<file path="src/rtl/muxer_pkg.sv">
// Shared constants, types and the round-robin search helper for stream_muxer.
// Only the lock feature (STREAM_MUXER_PKT_LOCK_EN) uses arb_state_e.
package muxer_pkg;

  localparam int MUX_WIDTH_DEF = 8;
  localparam int MUX_NCH_DEF   = 4;
  localparam int MUX_NCH_MAX   = 16;

  typedef logic [MUX_WIDTH_DEF-1:0] data_t;

  typedef enum logic {
    ARB_FREE   = 1'b0,
    ARB_LOCKED = 1'b1
  } arb_state_e;

  // First requester strictly after ptr, wrapping modulo n_ch.
  // Returns ptr when nothing requests.
  function automatic logic [3:0] rr_next(input logic [15:0] req,
                                         input logic [3:0]  ptr,
                                         input int unsigned n_ch = MUX_NCH_DEF);
    logic [3:0] idx;
    rr_next = ptr;
    // Walk from farthest to nearest so the nearest requester wins.
    for (int i = MUX_NCH_MAX; i >= 1; i--) begin
      if (i <= n_ch) begin
        idx = 4'((int'(ptr) + i) % n_ch);
        if (req[idx]) rr_next = idx;
      end
    end
  endfunction

endpackage

</file>
<file path="src/rtl/rr_arbiter.sv">
// Round-robin arbiter: owns the priority pointer and, with STREAM_MUXER_PKT_LOCK_EN,
// the packet lock that pins the grant to one channel until its last beat.
module rr_arbiter
  import muxer_pkg::*;
#(
  parameter  int N_CH  = MUX_NCH_DEF,
  localparam int SEL_W = $clog2(N_CH)
) (
  input  logic             clk,
  input  logic             rst_n,
  input  logic [N_CH-1:0]  req,
  input  logic             advance,
`ifdef STREAM_MUXER_PKT_LOCK_EN
  input  logic             last,
`endif
  output logic [SEL_W-1:0] grant_idx,
  output logic             grant_vld
);

  logic [SEL_W-1:0] ptr;
  logic [SEL_W-1:0] rr_idx;
  logic             any_req;

  assign rr_idx  = SEL_W'(rr_next(16'(req), 4'(ptr), N_CH));
  assign any_req = |req;

  // ptr only moves on an accepted beat, never on an idle cycle.
  always_ff @(posedge clk) begin
    if (!rst_n)       ptr <= SEL_W'(N_CH - 1);
    else if (advance) ptr <= grant_idx;
  end

`ifdef STREAM_MUXER_PKT_LOCK_EN
  arb_state_e       state, state_nxt;
  logic [SEL_W-1:0] lock_ch, lock_ch_nxt;

  always_ff @(posedge clk) begin
    if (!rst_n) begin
      state   <= ARB_FREE;
      lock_ch <= '0;
    end else begin
      state   <= state_nxt;
      lock_ch <= lock_ch_nxt;
    end
  end

  always_comb begin
    state_nxt   = state;
    lock_ch_nxt = lock_ch;
    grant_idx   = rr_idx;
    grant_vld   = any_req;
    // A locked channel keeps the grant even while it idles mid-packet.
    if (state == ARB_LOCKED) begin
      grant_idx = lock_ch;
      grant_vld = req[lock_ch];
    end
    if (advance) begin
      if (last) begin
        state_nxt = ARB_FREE;
      end else begin
        state_nxt   = ARB_LOCKED;
        lock_ch_nxt = grant_idx;
      end
    end
  end
`else
  assign grant_idx = rr_idx;
  assign grant_vld = any_req;
`endif

endmodule

</file>
<file path="src/rtl/stream_muxer.sv">
// N-channel registered stream mux with an internal round-robin select.
// Optional packet lock via STREAM_MUXER_PKT_LOCK_EN (adds in_last/out_last).
module stream_muxer
  import muxer_pkg::*;
#(
  parameter  int N_CH  = MUX_NCH_DEF,
  parameter  int WIDTH = MUX_WIDTH_DEF,
  localparam int SEL_W = $clog2(N_CH)
) (
  input  logic             clk,
  input  logic             rst_n,
  input  logic [WIDTH-1:0] in_data [N_CH],
  input  logic [N_CH-1:0]  in_valid,
  output logic [N_CH-1:0]  in_ready,
`ifdef STREAM_MUXER_PKT_LOCK_EN
  input  logic [N_CH-1:0]  in_last,
  output logic             out_last,
`endif
  output logic [WIDTH-1:0] out_data,
  output logic             out_valid,
  input  logic             out_ready,
  output logic [SEL_W-1:0] out_sel
);

  logic             load;
  logic             xfer;
  logic [SEL_W-1:0] grant_idx;
  logic             grant_vld;

  assign load = !out_valid || out_ready;
  // Gating with rst_n keeps in_ready low while in reset so no beat is lost upstream.
  assign xfer = rst_n && load && grant_vld;

  rr_arbiter #(.N_CH(N_CH)) u_arb (
    .clk       (clk),
    .rst_n     (rst_n),
    .req       (in_valid),
    .advance   (xfer),
`ifdef STREAM_MUXER_PKT_LOCK_EN
    .last      (in_last[grant_idx]),
`endif
    .grant_idx (grant_idx),
    .grant_vld (grant_vld)
  );

  for (genvar c = 0; c < N_CH; c++) begin : g_rdy
    assign in_ready[c] = xfer && (grant_idx == SEL_W'(c));
  end

  always_ff @(posedge clk) begin
    if (!rst_n) begin
      out_valid <= 1'b0;
      out_data  <= '0;
      out_sel   <= '0;
    end else if (xfer) begin
      out_valid <= 1'b1;
      out_data  <= in_data[grant_idx];
      out_sel   <= grant_idx;
    end else if (out_ready) begin
      out_valid <= 1'b0;
    end
  end

`ifdef STREAM_MUXER_PKT_LOCK_EN
  always_ff @(posedge clk) begin
    if (!rst_n)    out_last <= 1'b0;
    else if (xfer) out_last <= in_last[grant_idx];
  end
`endif

endmodule

</file>
<file path="config.mk">
export PLATFORM = sky130hd
export DESIGN_NAME = stream_muxer
export DESIGN_NICKNAME = d
export VERILOG_FILES = /design/src/rtl/muxer_pkg.sv /design/src/rtl/rr_arbiter.sv /design/src/rtl/stream_muxer.sv
export SDC_FILE = /design/constraint.sdc
export NUM_CORES = 1
export LEC_CHECK = 0
export BUFFER_PORTS_ARGS = -buffer_cell sky130_fd_sc_hd__buf_2
export CAP_MARGIN = 20
export CELL_PAD_IN_SITES_DETAIL_PLACEMENT = 1
export CELL_PAD_IN_SITES_GLOBAL_PLACEMENT = 2
export CORE_ASPECT_RATIO = 1.4
export CORE_MARGIN = 3
export CORE_UTILIZATION = 23
export CTS_CLUSTER_DIAMETER = 50
export CTS_CLUSTER_SIZE = 28
export DETAILED_ROUTE_END_ITERATION = 10
export GPL_TIMING_DRIVEN = 0
export PLACE_DENSITY_LB_ADDON = 0.1
export SLEW_MARGIN = 15
export SYNTH_ARGS = -nofsm -noshare
export SYNTH_HDL_FRONTEND = slang
export SYNTH_HIERARCHICAL = 1
export SYNTH_SLANG_ARGS = --single-unit
</file>
<file path="constraint.sdc">
create_clock -name clk -period 4.75 [get_ports clk]
set_input_delay 0.2375 -clock clk [delete_from_list [all_inputs] [get_ports clk]]
set_output_delay 0.2375 -clock clk [all_outputs]
set_load 0.02 [all_outputs]
</file>
==> flow_metrics.py, run 1 <==
metrics = {
    "routing": {
        "post_drt_via_cell_ratio": 4.828,
        "route.detailed.drc": 0,
        "met1Wirelength_mm": 1.012,
        "detailroute.wirelength.met3_um": 172,
        "route.detailed.wl_per_inst_um": 14.41,
        "vias": 898,
        "met2WireLength_mm": 1.477,
        "drt-total-wl_mm": 2.681,
        "antenna_violating_nets_post_route": 0,
        "detailedRoute.firstPassIterationCount": 2,
        "drt_iter0_drc": 34,
        "maxUsedRoutingLayer": "met4",
    },
    "clock_tree": {
        "cts_post_setup_buffers_inserted": 0,
        "post_cts_hold_buffer_count": 0,
        "clock_sink_count": 13,
        "tritoncts_clock_tree": "built",
        "clock_insertion_delay_worst_skew_ns": 0.24,
        "clock-root-buffer": "sky130_fd_sc_hd__clkbuf_8",
        "clock_tree.htree_level_count": 1,
        "clk_transition_reported_paths_ns": 0.06,
        "cts.path.max_buffers": 2,
        "cts_inserted_buffers": 3,
        "post_cts_resized": 0,
    },
    "cells_and_area": {
        "fin_util_pct": 34.72,
        "multiInputGateArea_um2": 518.0,
        "fraction_of_layout_cells_with_a_size_suffix_above_1_pct": 46.58,
        "nFillCells": 445,
        "layout-area-overhead-vs-synth_pct": 43.77,
        "post_layout_nonfiller_instances": 186,
        "nNetsFinal": 186,
        "final_cell_area_um2": 1184,
        "num_antenna_cells": 0,
        "seq_area_um2": 260.3,
    },
    "logic_synthesis": {
        "syn_avg_cell_area_um2": 9.250,
        "ys_seq_elements": 13,
        "synth.yosys.seq_area_share_pct": 31.61,
        "ys_types": 31,
        "ys_warn_count": 6,
        "synth-edff-count": 0,
        "ys.flop_type": "sky130_fd_sc_hd__dfxtp_1",
        "cell_types_with_the_largest_area_share_after_synthesis": "sky130_fd_sc_hd__dfxtp_1 (32%), sky130_fd_sc_hd__mux4_2 (16%), sky130_fd_sc_hd__nand3_1 (6.7%)",
        "syn_area_um2": 823.3,
        "async_reset_ff_share_pct": 0,
        "synthesis.instances": 89,
        "synth_nets": 128,
        "synth_top_cell_area_share_pct": 31.61,
        "synth_area_leader_cell": "sky130_fd_sc_hd__dfxtp_1",
    },
    "min_path": {
        "worstHoldPathType": "input port to flip-flop",
        "holdPathStages": 2,
        "end_point_of_the_most_critical_hold_path": "u_arb/ptr[1]$_SDFFE_PN1P_",
        "min_from": "rst_n",
    },
    "floorplanning": {
        "die_height_um": 76.79,
        "die_wd_um": 56.57,
        "io-pin-count": 54,
        "dieArea_um2": 4344,
        "rows": 25,
        "starting_density_pct": 24.15,
        "design.core.area_um2": 3410,
    },
    "global_routing": {
        "globalRouteTotalUtil_pct": 13.22,
        "pin_count_of_the_biggest_net_entering_global_routing": 13,
        "grt_antenna_before_repair": 0,
        "grt_pass1_wl_mm": 4.526,
        "gr-total-overflow": 0,
        "first_global_vias": 958,
    },
    "sta": {
        "finalCritPeriodShare_pct": 45.61,
        "timing.max_slew.rel_slack_pct": 67.23,
        "timing.fmax_mhz": 461.5,
        "max_slew.worst_pin.slew_ns": 0.4916,
        "timing.final.max_slew_violations": 0,
        "setup_total_negative_slack_ns": 0,
        "final-setup-viol-count": 0,
        "fin_crit_ns": 2.167,
        "hold_viol": 0,
        "rsz0062_at_grt": "no",
        "timing.clock.skew_ns": 0.002923,
        "hold-worst-slack_ns": 0.2470,
    },
    "placement": {
        "placed_area_um2": 1139,
        "dpl.hpwl_mm": 2.184,
        "place.detailed.instances": 182,
        "global_placement_routability_congestion": 0.6910,
        "port-buffer-count": 53,
    },
    "status": {
        "outcome": "completed",
    },
    "flow_run": {
        "cap_violations": 0,
    },
    "setup_path": {
        "critPathCaptureType": "output port",
        "r2r-start": "u_arb/ptr[1]$_SDFFE_PN1P_",
        "ff2ff_path_depth": 8,
        "crit_path_start_kind": "flip-flop",
        "register_to_register_setup_slack_ns": 2.75,
        "worst_setup_path_startpoint": "u_arb/ptr[1]$_SDFFE_PN1P_",
        "r2r_end": "out_data[6]$_SDFFE_PN0P_",
        "crit_required_ns": 4.51,
        "timing.setup.critical_path_class": "flip-flop to output port",
        "timing.critical_path.fanout_max": 10,
        "worstPathArrival_ns": 1.93,
    },
    "pwr": {
        "p_leak_nw": 0.5636,
        "power-per-cell-area_nw_per_um2": 302.4,
        "max-vdd-ir-drop_v": 0.0001047,
    },
}
==> per-stage QoR <==
stage               setup WS, ns   power, W
floorplan                  2.700  0.0002180
global placement           2.777  0.0002625
detailed placement         2.735  0.0002661
CTS                        2.546  0.0003669
global route               2.384  0.0003860
finish                     2.583  0.0003580
==> where the power goes <==
part	internal (W)	switching, W
logic	0.0000608	0.0000691
registers	0.000124	0.00000668
clock network	0.0000591	0.0000385
==> worst max-delay path, cell delays in order (launching register included) <==
cell and delay [ns]:
sky130_fd_sc_hd__dfxtp_1 0.31, sky130_fd_sc_hd__buf_4 0.14, sky130_fd_sc_hd__mux2i_1 0.20, sky130_fd_sc_hd__or2_1 0.15, sky130_fd_sc_hd__nand3_1 0.18, sky130_fd_sc_hd__buf_6 0.21
sky130_fd_sc_hd__nor4b_1 0.28, sky130_fd_sc_hd__buf_2 0.21
==> state kept, by name (all words and copies together), names as in the netlist <==
signal     cells
out_data       8
out_sel        2
u_arb/ptr      2
out_valid      1
==> area by class of cell <==
class	instances	area share, %
sequential	13	21.99
timing repair buffer	53	22.41
inverter	1	0.3171
tap	40	4.228
clock buffer	4	3.805
buffer	7	3.488
multi-input combinational	68	43.76
==> cell families after synthesis <==
kind of cell    count (synthesis)  synth area share, %
compound gates                 16                12.46
buf+inv                         8                5.471
flops                          13                31.61
mux                             9                24.01
simple gates                   43                26.45
==> Yosys cell counts, types with 2 or more instances <==
cell                       count
sky130_fd_sc_hd__dfxtp_1      13
sky130_fd_sc_hd__nand2_1      13
sky130_fd_sc_hd__nand3_1      11
sky130_fd_sc_hd__mux4_2        6
sky130_fd_sc_hd__o21ai_1       6
sky130_fd_sc_hd__nor2_1        4
sky130_fd_sc_hd__o21ai_0       4
sky130_fd_sc_hd__buf_2         3
sky130_fd_sc_hd__and2_1        2
sky130_fd_sc_hd__clkbuf_1      2
sky130_fd_sc_hd__mux4_1        2
sky130_fd_sc_hd__nand2b_1      2
sky130_fd_sc_hd__nor2b_1       2
sky130_fd_sc_hd__nor3_1        2
==> metal layers <==
| metal | up-vias | track usage [%] |
|---|---|---|
| met5 | - | 0 |
| met4 | 0 | 3.563 |
| met3 | 2 | 3.030 |
| met2 | 28 | 24.65 |
| met1 | 427 | 14.52 |
| li1 | 441 | - |
==> worst max path at each step <==
stage | end | slack (ns) | cells after the start
floorplan | in_ready[2] | 2.70 | 6
global placement | out_data[6]$_SDFFE_PN0P_ | 2.78 | 8
detailed placement | out_data[6]$_SDFFE_PN0P_ | 2.73 | 8
CTS | in_ready[2] | 2.55 | 7
global route | in_ready[2] | 2.38 | 7
finish | in_ready[2] | 2.58 | 7
==> cell usage in the layout, fill, tap and decap left out <==
cell / count
sky130_fd_sc_hd__o21ai_1: 6
sky130_fd_sc_hd__or2_1: 1
sky130_fd_sc_hd__dfxtp_1: 13
sky130_fd_sc_hd__nor3b_1: 1
sky130_fd_sc_hd__buf_2: 56
sky130_fd_sc_hd__nor3_1: 2
sky130_fd_sc_hd__mux4_1: 2
sky130_fd_sc_hd__mux4_2: 6
sky130_fd_sc_hd__or4_1: 1
sky130_fd_sc_hd__nor2_1: 4
sky130_fd_sc_hd__a21oi_1: 1
sky130_fd_sc_hd__and2_1: 2
sky130_fd_sc_hd__nor2b_1: 2
sky130_fd_sc_hd__a41oi_2: 1
sky130_fd_sc_hd__nand3_1: 11
sky130_fd_sc_hd__clkbuf_8: 3
sky130_fd_sc_hd__inv_1: 1
sky130_fd_sc_hd__and3b_1: 1
sky130_fd_sc_hd__o311ai_1: 1
sky130_fd_sc_hd__a21o_1: 1
sky130_fd_sc_hd__o21a_1: 1
sky130_fd_sc_hd__nand2b_1: 2
sky130_fd_sc_hd__buf_6: 1
sky130_fd_sc_hd__nor4_1: 1
sky130_fd_sc_hd__a21boi_0: 1
sky130_fd_sc_hd__nand2_1: 13
sky130_fd_sc_hd__mux2i_1: 1
sky130_fd_sc_hd__buf_4: 1
sky130_fd_sc_hd__nor4b_1: 1
sky130_fd_sc_hd__clkbuf_1: 3
sky130_fd_sc_hd__o21ai_0: 4
sky130_fd_sc_hd__and3_1: 1
(Power assumes the default switching activity.)
==> inputs of run 2 (changes only) <==
ABC_AREA = 1   (was default)
CORE_UTILIZATION = 18   (was 23)
clock period = 1.8 ns   (was 4.75 ns; I/O delays follow)
==> flow_metrics.py, run 2 <==
metrics = {
    "cells_and_area": {
        "fraction_of_layout_cells_with_a_size_suffix_above_1_pct": 51.33,
        "largest-register": "out_data",
        "biggestRegsByFlops": "out_data: 8 flops, out_sel: 2 flops, u_arb/ptr: 2 flops",
        "final_cell_mix": "sky130_fd_sc_hd__nand2_1 (67), sky130_fd_sc_hd__buf_2 (50), sky130_fd_sc_hd__nor2_1 (20)",
        "final_common_cell": "sky130_fd_sc_hd__nand2_1",
        "num_antenna_cells": 0,
        "nNetsFinal": 303,
        "layout-area-overhead-vs-synth_pct": 74.40,
        "largest_register_ffs": 8,
    },
    "clock_tree": {
        "cts.path.max_buffers": 2,
        "post_cts_hold_buffer_count": 0,
        "clk_transition_reported_paths_ns": 0.06,
        "clock_sink_count": 13,
        "clock-root-buffer": "sky130_fd_sc_hd__clkbuf_8",
        "tritoncts_clock_tree": "built",
        "clock_insertion_delay_worst_skew_ns": 0.25,
        "clock_tree.htree_level_count": 1,
        "cts_inserted_buffers": 3,
    },
    "global_routing": {
        "met3_resource_use_gr_pct": 2.403,
        "grt_pass1_wl_mm": 6.803,
        "globalRouteTotalUtil_pct": 12.86,
        "first_global_vias": 1477,
        "globalRoute.busiestLayer": "met2",
        "gr-total-overflow": 0,
        "grt.met2_usage_pct": 25.23,
        "pin_count_of_the_biggest_net_entering_global_routing": 13,
        "grt_antenna_before_repair": 0,
        "groute.layer.met1.usage_pct": 13.75,
    },
    "sta": {
        "timing.final.max_slew_violations": 0,
        "timing.clock.skew_ns": 0.006381,
        "fin_ws_ns": -0.06065,
        "finalCritPeriodShare_pct": 103.4,
        "final-setup-viol-count": 4,
        "hold-worst-slack_ns": 0.1520,
        "fin_crit_ns": 1.861,
        "max_slew.worst_pin.slew_ns": 0.2173,
        "timing.max_slew.rel_slack_pct": 85.50,
        "timing.fmax_mhz": 537.4,
        "hold_viol": 0,
        "rsz0062_at_grt": "yes",
    },
    "logic_synthesis": {
        "synth-edff-count": 0,
        "async_reset_ff_share_pct": 0,
        "synth.yosys.seq_area_share_pct": 24.88,
        "syn_avg_cell_area_um2": 5.476,
        "synth_top_cell_area_share_pct": 33.01,
        "synth.most_common_cell": "sky130_fd_sc_hd__nand2_1",
        "syn_area_um2": 1046,
        "ys_types": 20,
        "cell_types_with_the_largest_area_share_after_synthesis": "sky130_fd_sc_hd__nand2_1 (33%), sky130_fd_sc_hd__dfxtp_1 (25%), sky130_fd_sc_hd__nor2_1 (9.3%)",
        "synth.cells.most_frequent": "sky130_fd_sc_hd__nand2_1 (92), sky130_fd_sc_hd__nor2_1 (26), sky130_fd_sc_hd__nand3_1 (17)",
        "ys_warn_count": 6,
        "synth_nets": 230,
        "synth_area_leader_cell": "sky130_fd_sc_hd__nand2_1",
        "ys.flop_type": "sky130_fd_sc_hd__dfxtp_1",
        "ys_seq_elements": 13,
        "synthesis.instances": 191,
    },
    "setup_path": {
        "critPathSlowestCell": "sky130_fd_sc_hd__dfxtp_4",
        "worst-path-buf-inv": 5,
        "timing.critical_path.fanout_max": 5,
        "path_delay_family": "buffers and inverters",
        "worst_setup_path_startpoint": "u_arb/ptr[0]$_SDFFE_PN1P_",
        "critical_path.cell_chain": "buf_8, nand2_4, nand2_4, nand2_2, buf_4, nand3_4, o21ai_4, inv_4, buf_4, nor2_4, buf_6",
        "ff2ff_path_depth": 17,
        "crit_path_start_kind": "flip-flop",
        "worstPathArrival_ns": 1.77,
        "critPathCaptureType": "output port",
        "timing.setup.critical_path_class": "flip-flop to output port",
        "register_to_register_setup_slack_ns": 0.02,
        "r2r_end": "out_data[0]$_SDFFE_PN0P_",
        "r2r-start": "u_arb/ptr[0]$_SDFFE_PN1P_",
        "cp_slowest_stage_delay_ns": 0.37,
        "crit_required_ns": 1.71,
    },
    "routing": {
        "drt_iter0_drc": 10,
        "detailedRoute.firstPassIterationCount": 3,
        "route.detailed.wl_per_inst_um": 12.85,
        "antenna_violating_nets_post_route": 0,
        "post_drt_via_cell_ratio": 4.248,
        "vias": 1406,
        "route.detailed.drc": 0,
        "drt-total-wl_mm": 4.252,
    },
    "floorplanning": {
        "design.core.area_um2": 5565,
        "starting_density_pct": 18.79,
        "die_wd_um": 70.43,
        "dieArea_um2": 6775,
        "io-pin-count": 54,
        "rows": 32,
        "die_height_um": 96.20,
    },
    "placement": {
        "global_placement_routability_congestion": 0.7275,
        "port-buffer-count": 53,
        "dpl.hpwl_mm": 3.090,
        "pre_cts_slack_ns": -0.1541,
    },
    "pwr": {
        "max-vdd-ir-drop_v": 0.0003552,
        "power-per-cell-area_nw_per_um2": 1024,
        "p_leak_nw": 1.004,
    },
    "min_path": {
        "min_from": "in_data[25]",
        "end_point_of_the_most_critical_hold_path": "out_data[1]$_SDFFE_PN0P_",
        "holdPathStages": 5,
        "worstHoldPathType": "input port to flip-flop",
    },
    "status": {
        "violations": "setup timing",
        "outcome": "finished, violations left",
    },
    "flow_run": {
        "cap_violations": 0,
    },
}
==> run 2: changes by cell type in the layout (fill, tap and decap cells not counted), sizes merged, moves of 7 or more <==
| cell | previous run | this run |
|---|---|---|
| inv | 1 | 20 |
| buf | 58 | 77 |
| mux4 | 8 | 0 |
| nand3 | 11 | 19 |
| nor2 | 4 | 26 |
| nand2 | 13 | 95 |
| o21ai | 10 | 3 |
==> run 2: routing by layer <==
metal	routed length [um]	vias up
li1	-	721
met1	1565	644
met5	0	-
met4	51	0
met2	2395	36
met3	240	5
==> run 2: stage by stage <==
| step | instance area (um2) | power (W) | utilization (%) | std cells | setup TNS [ns] |
|---|---|---|---|---|---|
| after global placement | 1401 | 0.001264 | 25.18 | 312 | -1.205 |
| after global routing | 1824 | 0.002043 | 32.78 | 331 | -1.308 |
| final | 1824 | 0.001867 | 32.78 | 331 | -0.1125 |
| after detailed placement | 1401 | 0.001263 | 25.18 | 312 | -1.026 |
| after CTS | 1658 | 0.001749 | 29.79 | 327 | -1.080 |
| after floorplan | 1051 | 0.0009987 | - | 191 | 0 |
==> run 2: tightest hold or removal path, stage by stage <==
cell and delay, ns:
sky130_fd_sc_hd__buf_2 0.08, sky130_fd_sc_hd__nand2_2 0.04, sky130_fd_sc_hd__nand2_1 0.05, sky130_fd_sc_hd__nor2_1 0.03, sky130_fd_sc_hd__nor2_1 0.07
==> run 2: area by class of cell <==
| cell class | count | area (um2) |
|---|---|---|
| Clock buffer | 4 | 45.04 |
| Tap cell | 68 | 85.08 |
| Inverter | 20 | 90.09 |
| Sequential cell | 13 | 267.8 |
| Fill cell | 751 | 3741 |
| Multi-Input combinational cell | 149 | 823.3 |
| Timing Repair Buffer | 71 | 444.2 |
| Buffer | 6 | 68.82 |
==> run 2: worst max path at each step <==
stage | to | slack (ns) | depth (start not counted)
3_3_place_gp | in_ready[0] | -0.18 | 11
4_1_cts | in_ready[3] | -0.18 | 15
6_report | in_ready[3] | -0.06 | 11
3_5_place_dp | in_ready[0] | -0.15 | 11
2_1_floorplan | in_ready[2] | 0.12 | 12
5_1_grt | in_ready[3] | -0.17 | 14
==> run 2: power by group <==
group / total (W) / internal [W] / switching (W)
registers: 0.000403 / 0.000359 / 0.0000438
clock network: 0.000267 / 0.000157 / 0.000110
logic: 0.00120 / 0.000514 / 0.000684
total: 0.00187 / 0.00103 / 0.000838
==> run 2: timing repair <==
item / 4_1_cts / 5_1_grt
buffers inserted: 12 / 5
gates cloned: 1 / 0
resized for setup: 42 / 42
pin swaps: 19 / 17
setup endpoints to repair: 13 / 13
==> run 2: logic make-up (layout without fill, tap and decap cells) <==
logic type / after synthesis / count (layout) / share of synthesized area [%]
compound gates: 7 / 7 / 4.306
buf+inv: 29 / 101 / 15.55
flops: 13 / 13 / 24.88
simple gates: 142 / 142 / 55.26
